File: config.mk
export PLATFORM = sky130hd
export DESIGN_NAME = mc_controller_flat
export DESIGN_NICKNAME = d
export VERILOG_FILES = /design/src/rtl/mips_pkg.sv /design/src/rtl/mc_controller_if.sv /design/src/rtl/mc_aludec.sv /design/src/rtl/mc_controller.sv /design/src/flat_wrapper.sv
export SDC_FILE = /design/constraint.sdc
export NUM_CORES = 1
export LEC_CHECK = 0
export ABC_AREA = 1
export BUFFER_PORTS_ARGS = -buffer_cell sky130_fd_sc_hd__buf_4
export CAP_MARGIN = 20
export CORE_ASPECT_RATIO = 0.9
export CORE_UTILIZATION = 35
export CTS_CLUSTER_SIZE = 20
export DETAILED_ROUTE_END_ITERATION = 8
export PLACE_DENSITY = 0.63
export SLEW_MARGIN = 5
export SYNTH_ARGS = -nofsm -noshare
export SYNTH_HDL_FRONTEND = slang
export SYNTH_SLANG_ARGS = --single-unit
File: constraint.sdc
create_clock -name clk -period 1.7 [get_ports clk]
set_clock_uncertainty 0.1 [all_clocks]
set_input_delay 0.34 -clock clk [delete_from_list [all_inputs] [get_ports clk]]
set_output_delay 0.34 -clock clk [all_outputs]
set_load 0.01 [all_outputs]
File: src/rtl/mips_pkg.sv
// Shared encodings for the multicycle MIPS control path: opcodes, functs, ALU codes,
// controller state encodings, datapath select codes and the controller output bundle.
package mips_pkg;

    localparam logic [5:0] OP_RTYPE = 6'b000000;
    localparam logic [5:0] OP_LW    = 6'b100011;
    localparam logic [5:0] OP_SW    = 6'b101011;
    localparam logic [5:0] OP_BEQ   = 6'b000100;
    localparam logic [5:0] OP_ADDI  = 6'b001000;
    localparam logic [5:0] OP_J     = 6'b000010;

    localparam logic [5:0] FN_ADD = 6'b100000;
    localparam logic [5:0] FN_SUB = 6'b100010;
    localparam logic [5:0] FN_AND = 6'b100100;
    localparam logic [5:0] FN_OR  = 6'b100101;
    localparam logic [5:0] FN_SLT = 6'b101010;

    localparam logic [2:0] ALU_ADD = 3'b010;
    localparam logic [2:0] ALU_SUB = 3'b110;
    localparam logic [2:0] ALU_AND = 3'b000;
    localparam logic [2:0] ALU_OR  = 3'b001;
    localparam logic [2:0] ALU_SLT = 3'b111;

    localparam logic [3:0] S_FETCH   = 4'd0;
    localparam logic [3:0] S_DECODE  = 4'd1;
    localparam logic [3:0] S_MEMADR  = 4'd2;
    localparam logic [3:0] S_MEMRD   = 4'd3;
    localparam logic [3:0] S_MEMWB   = 4'd4;
    localparam logic [3:0] S_MEMWR   = 4'd5;
    localparam logic [3:0] S_RTYPEEX = 4'd6;
    localparam logic [3:0] S_RTYPEWB = 4'd7;
    localparam logic [3:0] S_BEQEX   = 4'd8;
    localparam logic [3:0] S_ADDIEX  = 4'd9;
    localparam logic [3:0] S_ADDIWB  = 4'd10;
    localparam logic [3:0] S_JEX     = 4'd11;

    localparam logic [1:0] SRCB_B     = 2'b00;
    localparam logic [1:0] SRCB_FOUR  = 2'b01;
    localparam logic [1:0] SRCB_IMM   = 2'b10;
    localparam logic [1:0] SRCB_IMMSH = 2'b11;

    localparam logic [1:0] PCSRC_ALU    = 2'b00;
    localparam logic [1:0] PCSRC_ALUOUT = 2'b01;
    localparam logic [1:0] PCSRC_JUMP   = 2'b10;

    typedef enum logic [1:0] {
        ALUOP_ADD   = 2'b00,
        ALUOP_SUB   = 2'b01,
        ALUOP_FUNCT = 2'b10
    } aluop_e;

    typedef struct packed {
        logic       mem_req;
        logic       memwrite;
        logic       iord;
        logic       irwrite;
        logic       pcwrite;
        logic       branch;
        logic [1:0] pcsrc;
        logic       alusrca;
        logic [1:0] alusrcb;
        logic       regdst;
        logic       memtoreg;
        logic       regwrite;
        logic       illegal;
        logic       ovf_exc;
        logic       mem_err;
    } ctrl_t;

    // States that hold a memory request open until mem_ready.
    function automatic logic is_mem_state(input logic [3:0] s);
        return (s == S_FETCH) || (s == S_MEMRD) || (s == S_MEMWR);
    endfunction

endpackage

File: src/rtl/mc_controller_if.sv
// Controller <-> datapath/memory signal bundle. The controller is the master; the
// datapath side (IR fields, ALU flags, memory handshake) is the slave.
interface mc_controller_if;
    logic [5:0] op;
    logic [5:0] funct;
    logic       zero;
    logic       overflow;
    logic       mem_ready;
    logic       mem_req;
    logic       memwrite;
    logic       iord;
    logic       irwrite;
    logic       pcen;
    logic [1:0] pcsrc;
    logic       alusrca;
    logic [1:0] alusrcb;
    logic [2:0] alucontrol;
    logic       regdst;
    logic       memtoreg;
    logic       regwrite;
    logic       illegal;
    logic       ovf_exc;
    logic       mem_err;

    modport master (
        input  op, funct, zero, overflow, mem_ready,
        output mem_req, memwrite, iord, irwrite, pcen, pcsrc, alusrca, alusrcb,
               alucontrol, regdst, memtoreg, regwrite, illegal, ovf_exc, mem_err
    );

    modport slave (
        output op, funct, zero, overflow, mem_ready,
        input  mem_req, memwrite, iord, irwrite, pcen, pcsrc, alusrca, alusrcb,
               alucontrol, regdst, memtoreg, regwrite, illegal, ovf_exc, mem_err
    );
endinterface

File: src/rtl/mc_aludec.sv
// ALU decoder: maps the controller's aluop and the instruction funct field to an ALU
// control code, flagging undefined functs and the overflow-capable add/sub ops.
module mc_aludec
    import mips_pkg::*;
(
    input  aluop_e     i_aluop,
    input  logic [5:0] i_funct,
    output logic [2:0] o_alucontrol,
    output logic       o_illegal,
    output logic       o_addsub
);

    always_comb begin
        o_alucontrol = ALU_ADD;
        o_illegal    = 1'b0;
        o_addsub     = 1'b0;
        case (i_aluop)
            ALUOP_ADD: o_alucontrol = ALU_ADD;
            ALUOP_SUB: o_alucontrol = ALU_SUB;
            ALUOP_FUNCT: begin
                case (i_funct)
                    FN_ADD: begin o_alucontrol = ALU_ADD; o_addsub = 1'b1; end
                    FN_SUB: begin o_alucontrol = ALU_SUB; o_addsub = 1'b1; end
                    FN_AND: o_alucontrol = ALU_AND;
                    FN_OR:  o_alucontrol = ALU_OR;
                    FN_SLT: o_alucontrol = ALU_SLT;
                    default: o_illegal = 1'b1;
                endcase
            end
            default: o_alucontrol = ALU_ADD;
        endcase
    end

endmodule

File: src/rtl/mc_controller.sv
// Multicycle MIPS main controller: Moore FSM sequencing a shared-memory datapath, with a
// bounded wait on the memory handshake and optional overflow write suppression.
module mc_controller
    import mips_pkg::*;
#(
    parameter int MEM_WAIT_MAX = 16,
    parameter int OVF_TRAP     = 1
) (
    input  logic            clk,
    input  logic            rst,
    mc_controller_if.master bus
);

    localparam logic [7:0] WAIT_LAST = 8'(MEM_WAIT_MAX - 1);

    logic [3:0] r_state;
    logic [7:0] r_wait;
    logic       r_ovf;

    logic [3:0] w_state_next;
    ctrl_t      w_ctrl;
    aluop_e     w_aluop;
    logic [2:0] w_alucontrol;
    logic       w_illegal_funct;
    logic       w_addsub;
    logic       w_req;
    logic       w_timeout;
    logic       w_trap;

    assign w_req     = is_mem_state(r_state);
    assign w_timeout = w_req && !bus.mem_ready && (r_wait == WAIT_LAST);
    assign w_trap    = (OVF_TRAP != 0) && r_ovf;

    always_comb begin
        w_aluop = ALUOP_ADD;
        if (r_state == S_BEQEX)
            w_aluop = ALUOP_SUB;
        else if (r_state == S_RTYPEEX)
            w_aluop = ALUOP_FUNCT;
    end

    mc_aludec u_aludec (
        .i_aluop      (w_aluop),
        .i_funct      (bus.funct),
        .o_alucontrol (w_alucontrol),
        .o_illegal    (w_illegal_funct),
        .o_addsub     (w_addsub)
    );

    always_comb begin
        w_ctrl       = '0;
        w_state_next = r_state;
        case (r_state)
            S_FETCH: begin
                w_ctrl.mem_req = 1'b1;
                w_ctrl.alusrcb = SRCB_FOUR;
                w_ctrl.pcsrc   = PCSRC_ALU;
                if (bus.mem_ready) begin
                    w_ctrl.irwrite = 1'b1;
                    w_ctrl.pcwrite = 1'b1;
                    w_state_next   = S_DECODE;
                end else if (w_timeout) begin
                    // PC was not advanced, so the retry refetches the same address.
                    w_ctrl.mem_err = 1'b1;
                    w_state_next   = S_FETCH;
                end
            end
            S_DECODE: begin
                w_ctrl.alusrcb = SRCB_IMMSH;
                case (bus.op)
                    OP_LW, OP_SW: w_state_next = S_MEMADR;
                    OP_RTYPE:     w_state_next = S_RTYPEEX;
                    OP_BEQ:       w_state_next = S_BEQEX;
                    OP_ADDI:      w_state_next = S_ADDIEX;
                    OP_J:         w_state_next = S_JEX;
                    default: begin
                        w_ctrl.illegal = 1'b1;
                        w_state_next   = S_FETCH;
                    end
                endcase
            end
            S_MEMADR: begin
                w_ctrl.alusrca = 1'b1;
                w_ctrl.alusrcb = SRCB_IMM;
                w_state_next   = (bus.op == OP_LW) ? S_MEMRD : S_MEMWR;
            end
            S_MEMRD, S_MEMWR: begin
                w_ctrl.mem_req  = 1'b1;
                w_ctrl.iord     = 1'b1;
                w_ctrl.memwrite = (r_state == S_MEMWR);
                if (bus.mem_ready) begin
                    w_state_next = (r_state == S_MEMRD) ? S_MEMWB : S_FETCH;
                end else if (w_timeout) begin
                    w_ctrl.mem_err = 1'b1;
                    w_state_next   = S_FETCH;
                end
            end
            S_MEMWB: begin
                w_ctrl.regwrite = 1'b1;
                w_ctrl.memtoreg = 1'b1;
                w_state_next    = S_FETCH;
            end
            S_RTYPEEX: begin
                w_ctrl.alusrca = 1'b1;
                w_ctrl.alusrcb = SRCB_B;
                if (w_illegal_funct) begin
                    w_ctrl.illegal = 1'b1;
                    w_state_next   = S_FETCH;
                end else begin
                    w_state_next   = S_RTYPEWB;
                end
            end
            S_RTYPEWB, S_ADDIWB: begin
                w_ctrl.regdst   = (r_state == S_RTYPEWB);
                w_ctrl.regwrite = !w_trap;
                w_ctrl.ovf_exc  = w_trap;
                w_state_next    = S_FETCH;
            end
            S_BEQEX: begin
                w_ctrl.alusrca = 1'b1;
                w_ctrl.alusrcb = SRCB_B;
                w_ctrl.pcsrc   = PCSRC_ALUOUT;
                w_ctrl.branch  = 1'b1;
                w_state_next   = S_FETCH;
            end
            S_ADDIEX: begin
                w_ctrl.alusrca = 1'b1;
                w_ctrl.alusrcb = SRCB_IMM;
                w_state_next   = S_ADDIWB;
            end
            S_JEX: begin
                w_ctrl.pcsrc   = PCSRC_JUMP;
                w_ctrl.pcwrite = 1'b1;
                w_state_next   = S_FETCH;
            end
            default: w_state_next = S_FETCH;
        endcase
    end

    always_ff @(posedge clk or negedge rst) begin
        if (!rst) begin
            r_state <= S_FETCH;
            r_wait  <= 8'd0;
            r_ovf   <= 1'b0;
        end else begin
            r_state <= w_state_next;
            if ((w_state_next != r_state) || w_timeout)
                r_wait <= 8'd0;
            else if (w_req && !bus.mem_ready)
                r_wait <= r_wait + 8'd1;
            // Only add/sub/addi can raise a meaningful overflow for the following writeback.
            if ((r_state == S_RTYPEEX && w_addsub) || (r_state == S_ADDIEX))
                r_ovf <= bus.overflow;
            else
                r_ovf <= 1'b0;
        end
    end

    // Outputs are forced low combinationally so nothing leaks while reset is held.
    assign bus.mem_req    = rst & w_ctrl.mem_req;
    assign bus.memwrite   = rst & w_ctrl.memwrite;
    assign bus.iord       = rst & w_ctrl.iord;
    assign bus.irwrite    = rst & w_ctrl.irwrite;
    assign bus.pcen       = rst & (w_ctrl.pcwrite | (w_ctrl.branch & bus.zero));
    assign bus.pcsrc      = rst ? w_ctrl.pcsrc : 2'b00;
    assign bus.alusrca    = rst & w_ctrl.alusrca;
    assign bus.alusrcb    = rst ? w_ctrl.alusrcb : 2'b00;
    assign bus.alucontrol = rst ? w_alucontrol : 3'b000;
    assign bus.regdst     = rst & w_ctrl.regdst;
    assign bus.memtoreg   = rst & w_ctrl.memtoreg;
    assign bus.regwrite   = rst & w_ctrl.regwrite;
    assign bus.illegal    = rst & w_ctrl.illegal;
    assign bus.ovf_exc    = rst & w_ctrl.ovf_exc;
    assign bus.mem_err    = rst & w_ctrl.mem_err;

endmodule

File: src/flat_wrapper.sv
// flat-port wrapper written by rule: the top's interface ports become plain ports
module mc_controller_flat import mips_pkg::*;
#(
    parameter int MEM_WAIT_MAX = 16,
    parameter int OVF_TRAP     = 1
)
  (clk, rst, bus_op, bus_funct, bus_zero, bus_overflow, bus_mem_ready, bus_mem_req, bus_memwrite, bus_iord, bus_irwrite, bus_pcen, bus_pcsrc, bus_alusrca, bus_alusrcb, bus_alucontrol, bus_regdst, bus_memtoreg, bus_regwrite, bus_illegal, bus_ovf_exc, bus_mem_err);
  mc_controller_if bus_i ();
  input  logic clk;
  input  logic rst;
  input wire logic [$bits(bus_i.op)-1:0] bus_op;
  input wire logic [$bits(bus_i.funct)-1:0] bus_funct;
  input wire logic [$bits(bus_i.zero)-1:0] bus_zero;
  input wire logic [$bits(bus_i.overflow)-1:0] bus_overflow;
  input wire logic [$bits(bus_i.mem_ready)-1:0] bus_mem_ready;
  output wire logic [$bits(bus_i.mem_req)-1:0] bus_mem_req;
  output wire logic [$bits(bus_i.memwrite)-1:0] bus_memwrite;
  output wire logic [$bits(bus_i.iord)-1:0] bus_iord;
  output wire logic [$bits(bus_i.irwrite)-1:0] bus_irwrite;
  output wire logic [$bits(bus_i.pcen)-1:0] bus_pcen;
  output wire logic [$bits(bus_i.pcsrc)-1:0] bus_pcsrc;
  output wire logic [$bits(bus_i.alusrca)-1:0] bus_alusrca;
  output wire logic [$bits(bus_i.alusrcb)-1:0] bus_alusrcb;
  output wire logic [$bits(bus_i.alucontrol)-1:0] bus_alucontrol;
  output wire logic [$bits(bus_i.regdst)-1:0] bus_regdst;
  output wire logic [$bits(bus_i.memtoreg)-1:0] bus_memtoreg;
  output wire logic [$bits(bus_i.regwrite)-1:0] bus_regwrite;
  output wire logic [$bits(bus_i.illegal)-1:0] bus_illegal;
  output wire logic [$bits(bus_i.ovf_exc)-1:0] bus_ovf_exc;
  output wire logic [$bits(bus_i.mem_err)-1:0] bus_mem_err;
  assign bus_i.op = bus_op;
  assign bus_i.funct = bus_funct;
  assign bus_i.zero = bus_zero;
  assign bus_i.overflow = bus_overflow;
  assign bus_i.mem_ready = bus_mem_ready;
  assign bus_mem_req = bus_i.mem_req;
  assign bus_memwrite = bus_i.memwrite;
  assign bus_iord = bus_i.iord;
  assign bus_irwrite = bus_i.irwrite;
  assign bus_pcen = bus_i.pcen;
  assign bus_pcsrc = bus_i.pcsrc;
  assign bus_alusrca = bus_i.alusrca;
  assign bus_alusrcb = bus_i.alusrcb;
  assign bus_alucontrol = bus_i.alucontrol;
  assign bus_regdst = bus_i.regdst;
  assign bus_memtoreg = bus_i.memtoreg;
  assign bus_regwrite = bus_i.regwrite;
  assign bus_illegal = bus_i.illegal;
  assign bus_ovf_exc = bus_i.ovf_exc;
  assign bus_mem_err = bus_i.mem_err;
  mc_controller #(.MEM_WAIT_MAX(MEM_WAIT_MAX), .OVF_TRAP(OVF_TRAP)) u_core (.clk(clk), .rst(rst), .bus(bus_i));
endmodule
Yosys cells after proc, flatten, opt, wreduce, memory -nomap -nowiden. Cells that the tools add are included.

Bits in registers: 13. Latch bits: 0. RAM bits: 0. Bits in read-only memories: 0. Input bits: 17. Memories kept: 0.

Add/subtract/negate cells: 1. Multipliers: 0. Divide/modulo/power cells: 0. Order comparisons: 0. Eq/ne operators: 25. Shift operators: 0. Muxes and demuxes: 41. Bitwise operators: 14. Reductions and logical operators: 21.

Operators with widths (number): 6-bit == test, second input constant (7); 4-bit case mux with 6 select lines (1); 4-bit case mux with 5 select lines (1); 1-bit 2-to-1 mux (17); 4-bit by 3-bit == test with 1-bit output, second input constant (4); 4-bit == test, second input constant (4); 8-bit 2-to-1 mux (2); 1-bit bitwise AND (13); 2-bit 2-to-1 mux (6); 3-bit 2-to-1 mux (4); 4-bit 2-to-1 mux (3); 3-bit case mux with 4 select lines (1); 2-bit OR reduction (5); 8-bit by 1-bit adder with 8-bit output, second input constant (1); 4-bit by 2-bit == test with 1-bit output, second input constant (2); 8-bit by 4-bit == test with 1-bit output, second input constant (1); 6-bit by 2-bit == test with 1-bit output, second input constant (1); 6-bit by 3-bit == test with 1-bit output, second input constant (1); 6-bit by 4-bit == test with 1-bit output, second input constant (1); 6-bit logical NOT (1); 1-bit case mux with 2 select lines (3); 2-bit case mux with 3 select lines (1); 3-bit case mux with 2 select lines (1); 6-bit OR reduction (1); other kinds (14) (20).

Depth between registers and ports, before layout.
Depth in word-level cells: 11. Gate-level depth with buffers: 10. Mapped depth without buffers: 10.

By module. A second synthesis with hierarchy kept.

Cell total of the unflattened synthesis: 202. Area, all modules: 1218.7 um^2.

By module, submodules not included: mc_controller (instances 1, cells each 173, area each 1071.0 um^2, sequential area each 325.3 um^2); mc_aludec (instances 1, cells each 29, area each 147.6 um^2, sequential area each 0.0 um^2).

Worst setup path after synthesis. OpenSTA, ideal clock, no wires.

Path type: register -> output. From: reg u_core.r_state[3]. To: out bus_regwrite. Arrival time: 1.158 ns. Slack: 0.102 ns. Stages on the path, launching flop included: 6. Cell sequence: dfrtp_1 nor2_4 nand2_1 nor2_1 nor2_1 o22ai_1.

Cells in the longest elaborated chain, start to end: 4.

Ends and longest elaborated chain: from (decl) (line mc_controller.sv:16) `logic [3:0] r_state;`; from (signal assigned) (line mc_controller.sv:146) `r_state <= w_state_next;`; 4-bit == test or 4-bit by 3-bit == test with 1-bit output (tied branches) (line mc_controller.sv:53) `case (r_state)`; 2-bit OR reduction (line mc_controller.sv:53); 1-bit case mux with 2 select lines * (line mc_controller.sv:53); 1-bit bitwise AND * (line mc_controller.sv:171) `assign bus.regwrite = rst & w_ctrl.regwrite;`; to (decl) (line flat_wrapper.sv:27) `output wire logic [$bits(bus_i.regwrite)-1:0] bus_regwrite;`.

Every way passes the cells marked *; elsewhere a longest branch is shown, timed or not.

Worst setup path after layout.
From: reg u_core.r_state[1]. To: out bus_mem_err.

Cells in the longest elaborated chain, start to end: 9.

Ends and longest elaborated chain: 4-bit by 2-bit == test with 1-bit output or 4-bit logical NOT (tied branches) (line mips_pkg.sv:72, mc_controller.sv:53); 1-bit logical OR (2 in series) (line mips_pkg.sv:72) `return (s == S_FETCH) || (s == S_MEMRD) || (s == S_MEMWR);`; 1-bit logical AND (2 in series) (line mc_controller.sv:31) `assign w_timeout = w_req && !bus.mem_ready && (r_wait == WAIT_LAST);`; 1-bit 2-to-1 mux (line mc_controller.sv:62, mc_controller.sv:93); 1-bit 2-to-1 mux (line mc_controller.sv:58) `if (bus.mem_ready) begin`; 1-bit 2-to-1 mux *; 1-bit bitwise AND * (line mc_controller.sv:174) `assign bus.mem_err = rst & w_ctrl.mem_err;`; to (decl) (line flat_wrapper.sv:30) `output wire logic [$bits(bus_i.mem_err)-1:0] bus_mem_err;`.

Marked as above.

==> results.sh <==
export IMPL_p_leak_uw=0.0008582
export IMPL_antenna_found_initial=0
export IMPL_worst_skew_pair_late_latency_ns=0.27
export IMPL_clkPwrFrac_pct=13.0
export IMPL_criticalPathCategory="flop to output port"
export IMPL_final_cell_mix="55 x buf_4, 28 x nand2_1, 23 x nor2_1"
export IMPL_diodes=0
export IMPL_final_util_pct=57.07
export IMPL_power_frac_seq_pct=28.5
export IMPL_io_pins=36
export IMPL_area_delta_synth_final_pct=56.48
export IMPL_netlist_area_mm2=0.001110
export IMPL_avgSynthCellArea_um2=6.452
export IMPL_postPlaceCellArea_mm2=0.001545
export IMPL_cts_tree="yes"
export IMPL_ys_types=28
export IMPL_first_global_vias=1080
export IMPL_drtAntennaViolNets=0
export IMPL_regArea_um2=330.3
export IMPL_cts_root_buf="clkbuf_4"
export IMPL_setup_worst_path_end_class="output port"
export IMPL_outcome="complete, but fails checks"
export IMPL_layout_setup_ws_ns=-0.2582
export IMPL_ir_drop_mv=0.2693
export IMPL_clk_path_buf_depth=2
export IMPL_drt_iter0_markers=62
export IMPL_finalHoldViolations=0
export IMPL_power_switching_uw=628.4
export IMPL_relSlewSlack_pct=69.37
export IMPL_coreArea_mm2=0.003043
export IMPL_path_max_fanout=4
export IMPL_gr_usage_all_layers_pct=17.12
export IMPL_ys_warn_count=0
export IMPL_finalMaxSlewViolations=0
export IMPL_num_vias=1249
export IMPL_intPower_uw=817.7
export IMPL_drc=0
export IMPL_synth_net_count=190
export IMPL_drt_total_wl_um=2761
export IMPL_grt_first_pass_wirelength_um=4450
export IMPL_wl_met1_um=1428
export IMPL_fmax_mhz=510.7
export IMPL_rsz0062_at_grt="true"
export IMPL_finish_net_count=253
export IMPL_overflow=0
export IMPL_fp_dieH_um=55.42
export IMPL_dpl_hpwl_um=2128
export IMPL_fin_crit_sh_pct=115.2
export IMPL_swShare_pct=43.45
export IMPL_viasPerCell=4.525
export IMPL_ys_ff_latch=13
export IMPL_start_util_pct=36.47
export IMPL_gp_congestion=0.7806
export IMPL_min_period_ns=1.958
export IMPL_cts_buffers=3
export IMPL_power_density_mw_per_mm2=832.7
export IMPL_fin_area_mm2=0.001737
export IMPL_wire_per_inst_um=10.00
export IMPL_multiInputGateArea_um2=754.5
export IMPL_wl_met2_um=1239
export IMPL_drive_gt1_share_pct=48.72
export IMPL_power_frac_comb_pct=58.5
export IMPL_fill_cells=311
export IMPL_io_buffers=35
export IMPL_top_layer_used="met4"
export IMPL_die_w_um=61.36
export IMPL_cts_htree_levels=1
export IMPL_whs_ns=0.2169
export IMPL_setup_viol=19
export IMPL_clk_pin_slew_worst_paths_ns=0.08
export IMPL_core_rowCount=19
export IMPL_die_area_mm2=0.003400
export IMPL_final_common_cell="buf_4"
export IMPL_crit_required_ns=1.26
export IMPL_drt_pass1_iter_count=4
export IMPL_cp_arrival_ns=1.52
export IMPL_dr_wl_met3_um=72
export IMPL_grt_max_degree=11
export IMPL_hold_path_class="input port to flop"
export IMPL_synthCells=172
export IMPL_ys_seq_area_share_pct=29.31
export IMPL_maxCapViolations=0
export IMPL_clock_sinks=13
export IMPL_start_kind="flop"
export IMPL_worst_pin_slew_ns=0.4579
export IMPL_violations="setup timing"
[through the flow]
step	total power (uW)	setup slack, ns	cells	TNS [ns]
finish	1446	-0.2582	276	-2.877
global route	1547	-0.3597	276	-4.356
CTS	1380	-0.2629	276	-3.169
detailed placement	1097	0.01040	265	0
global placement	1092	0.01768	265	0
floorplan	830.7	0.1019	172	0
[cells by family (layout without fill, tap and decap cells)]
| logic type | Yosys count | count (layout) | share of synthesized area [%] |
|---|---|---|---|
| adders and majority gates | 1 | 1 | 1.127 |
| AOI/OAI and AO/OA | 17 | 17 | 9.470 |
| and+or+nand+nor | 107 | 107 | 47.92 |
| xor gates and xnor gates | 1 | 1 | 0.7893 |
| buffers and inverters | 33 | 95 | 11.39 |
| DFF | 13 | 13 | 29.31 |
[power by group through the flow]
stage	Sequential, uW	Clock (uW)	Combinational (uW)
global placement	402	0	690
global route	420	205	922
CTS	400	194	786
floorplan	396	0	435
finish	413	188	845
detailed placement	404	0	693
[final cells by class]
cell class | instances | share of cell area, %
Multi-Input combinational cell | 126 | 43.44
Inverter | 33 | 7.421
Timing Repair Buffer | 58 | 25.58
Clock buffer | 4 | 1.513
Sequential cell | 13 | 19.02
Tap cell | 42 | 3.026
[Yosys cell counts, drive strengths merged]
master,count,area [um2]
nand4,8,50.05
nand2,35,146.4
or2,2,12.52
a21oi,8,43.79
dfrtp,13,325.3
xnor2,1,8.760
clkinv,1,3.750
a211o,1,8.760
o21ai,4,23.77
o22ai,1,6.260
a21boi,1,7.510
nand3,13,77.58
nor2,44,205.2
inv,32,122.6
o211ai,2,15.01
nor3,5,40.04
ha,1,12.51
[metal layers]
| metal | vias up | global-route usage [%] |
|---|---|---|
| li1 | 673 | - |
| met1 | 551 | 25.52 |
| met2 | 23 | 25.31 |
| met3 | 2 | 2.108 |
| met4 | 0 | 5.714 |
| met5 | - | 0 |
[critical path, stage by stage (launching register included)]
cell	delay (ns)
dfrtp_2	0.46
buf_6	0.14
nor2_2	0.10
nand2_2	0.09
nand3_4	0.12
nand3_2	0.08
nor2_1	0.11
buf_4	0.12
[repair_timing]
action | 4_1_cts | 5_1_grt
endpoints found under the hold margin | 13 | 0
hold buffers | 2 | 0
resized for setup | 13 | 25
buffers inserted | 5 | 0
endpoints found under the setup margin | 19 | 19
pin swaps | 5 | 8
[sequential cells by signal, indices dropped and copies added (netlist names)]
register,flops
u_core.r_wait,8
u_core.r_state,4
u_core.r_ovf,1
[path summary, 6_finish.rpt]
path	from	endpoint	slack [ns]	cells after the start
min	bus_overflow	u_core.r_ovf	0.22	2
min in group asynchronous	rst	u_core.r_wait[4]	0.44	3
max reg2reg	u_core.r_wait[0]	u_core.r_wait[6]	0.20	8
min reg2reg	u_core.r_wait[0]	u_core.r_wait[0]	0.37	1
max in group asynchronous	rst	u_core.r_state[2]	0.55	3
max	u_core.r_state[1]	bus_mem_err	-0.26	7
Power figures use the tool's default switching activity.
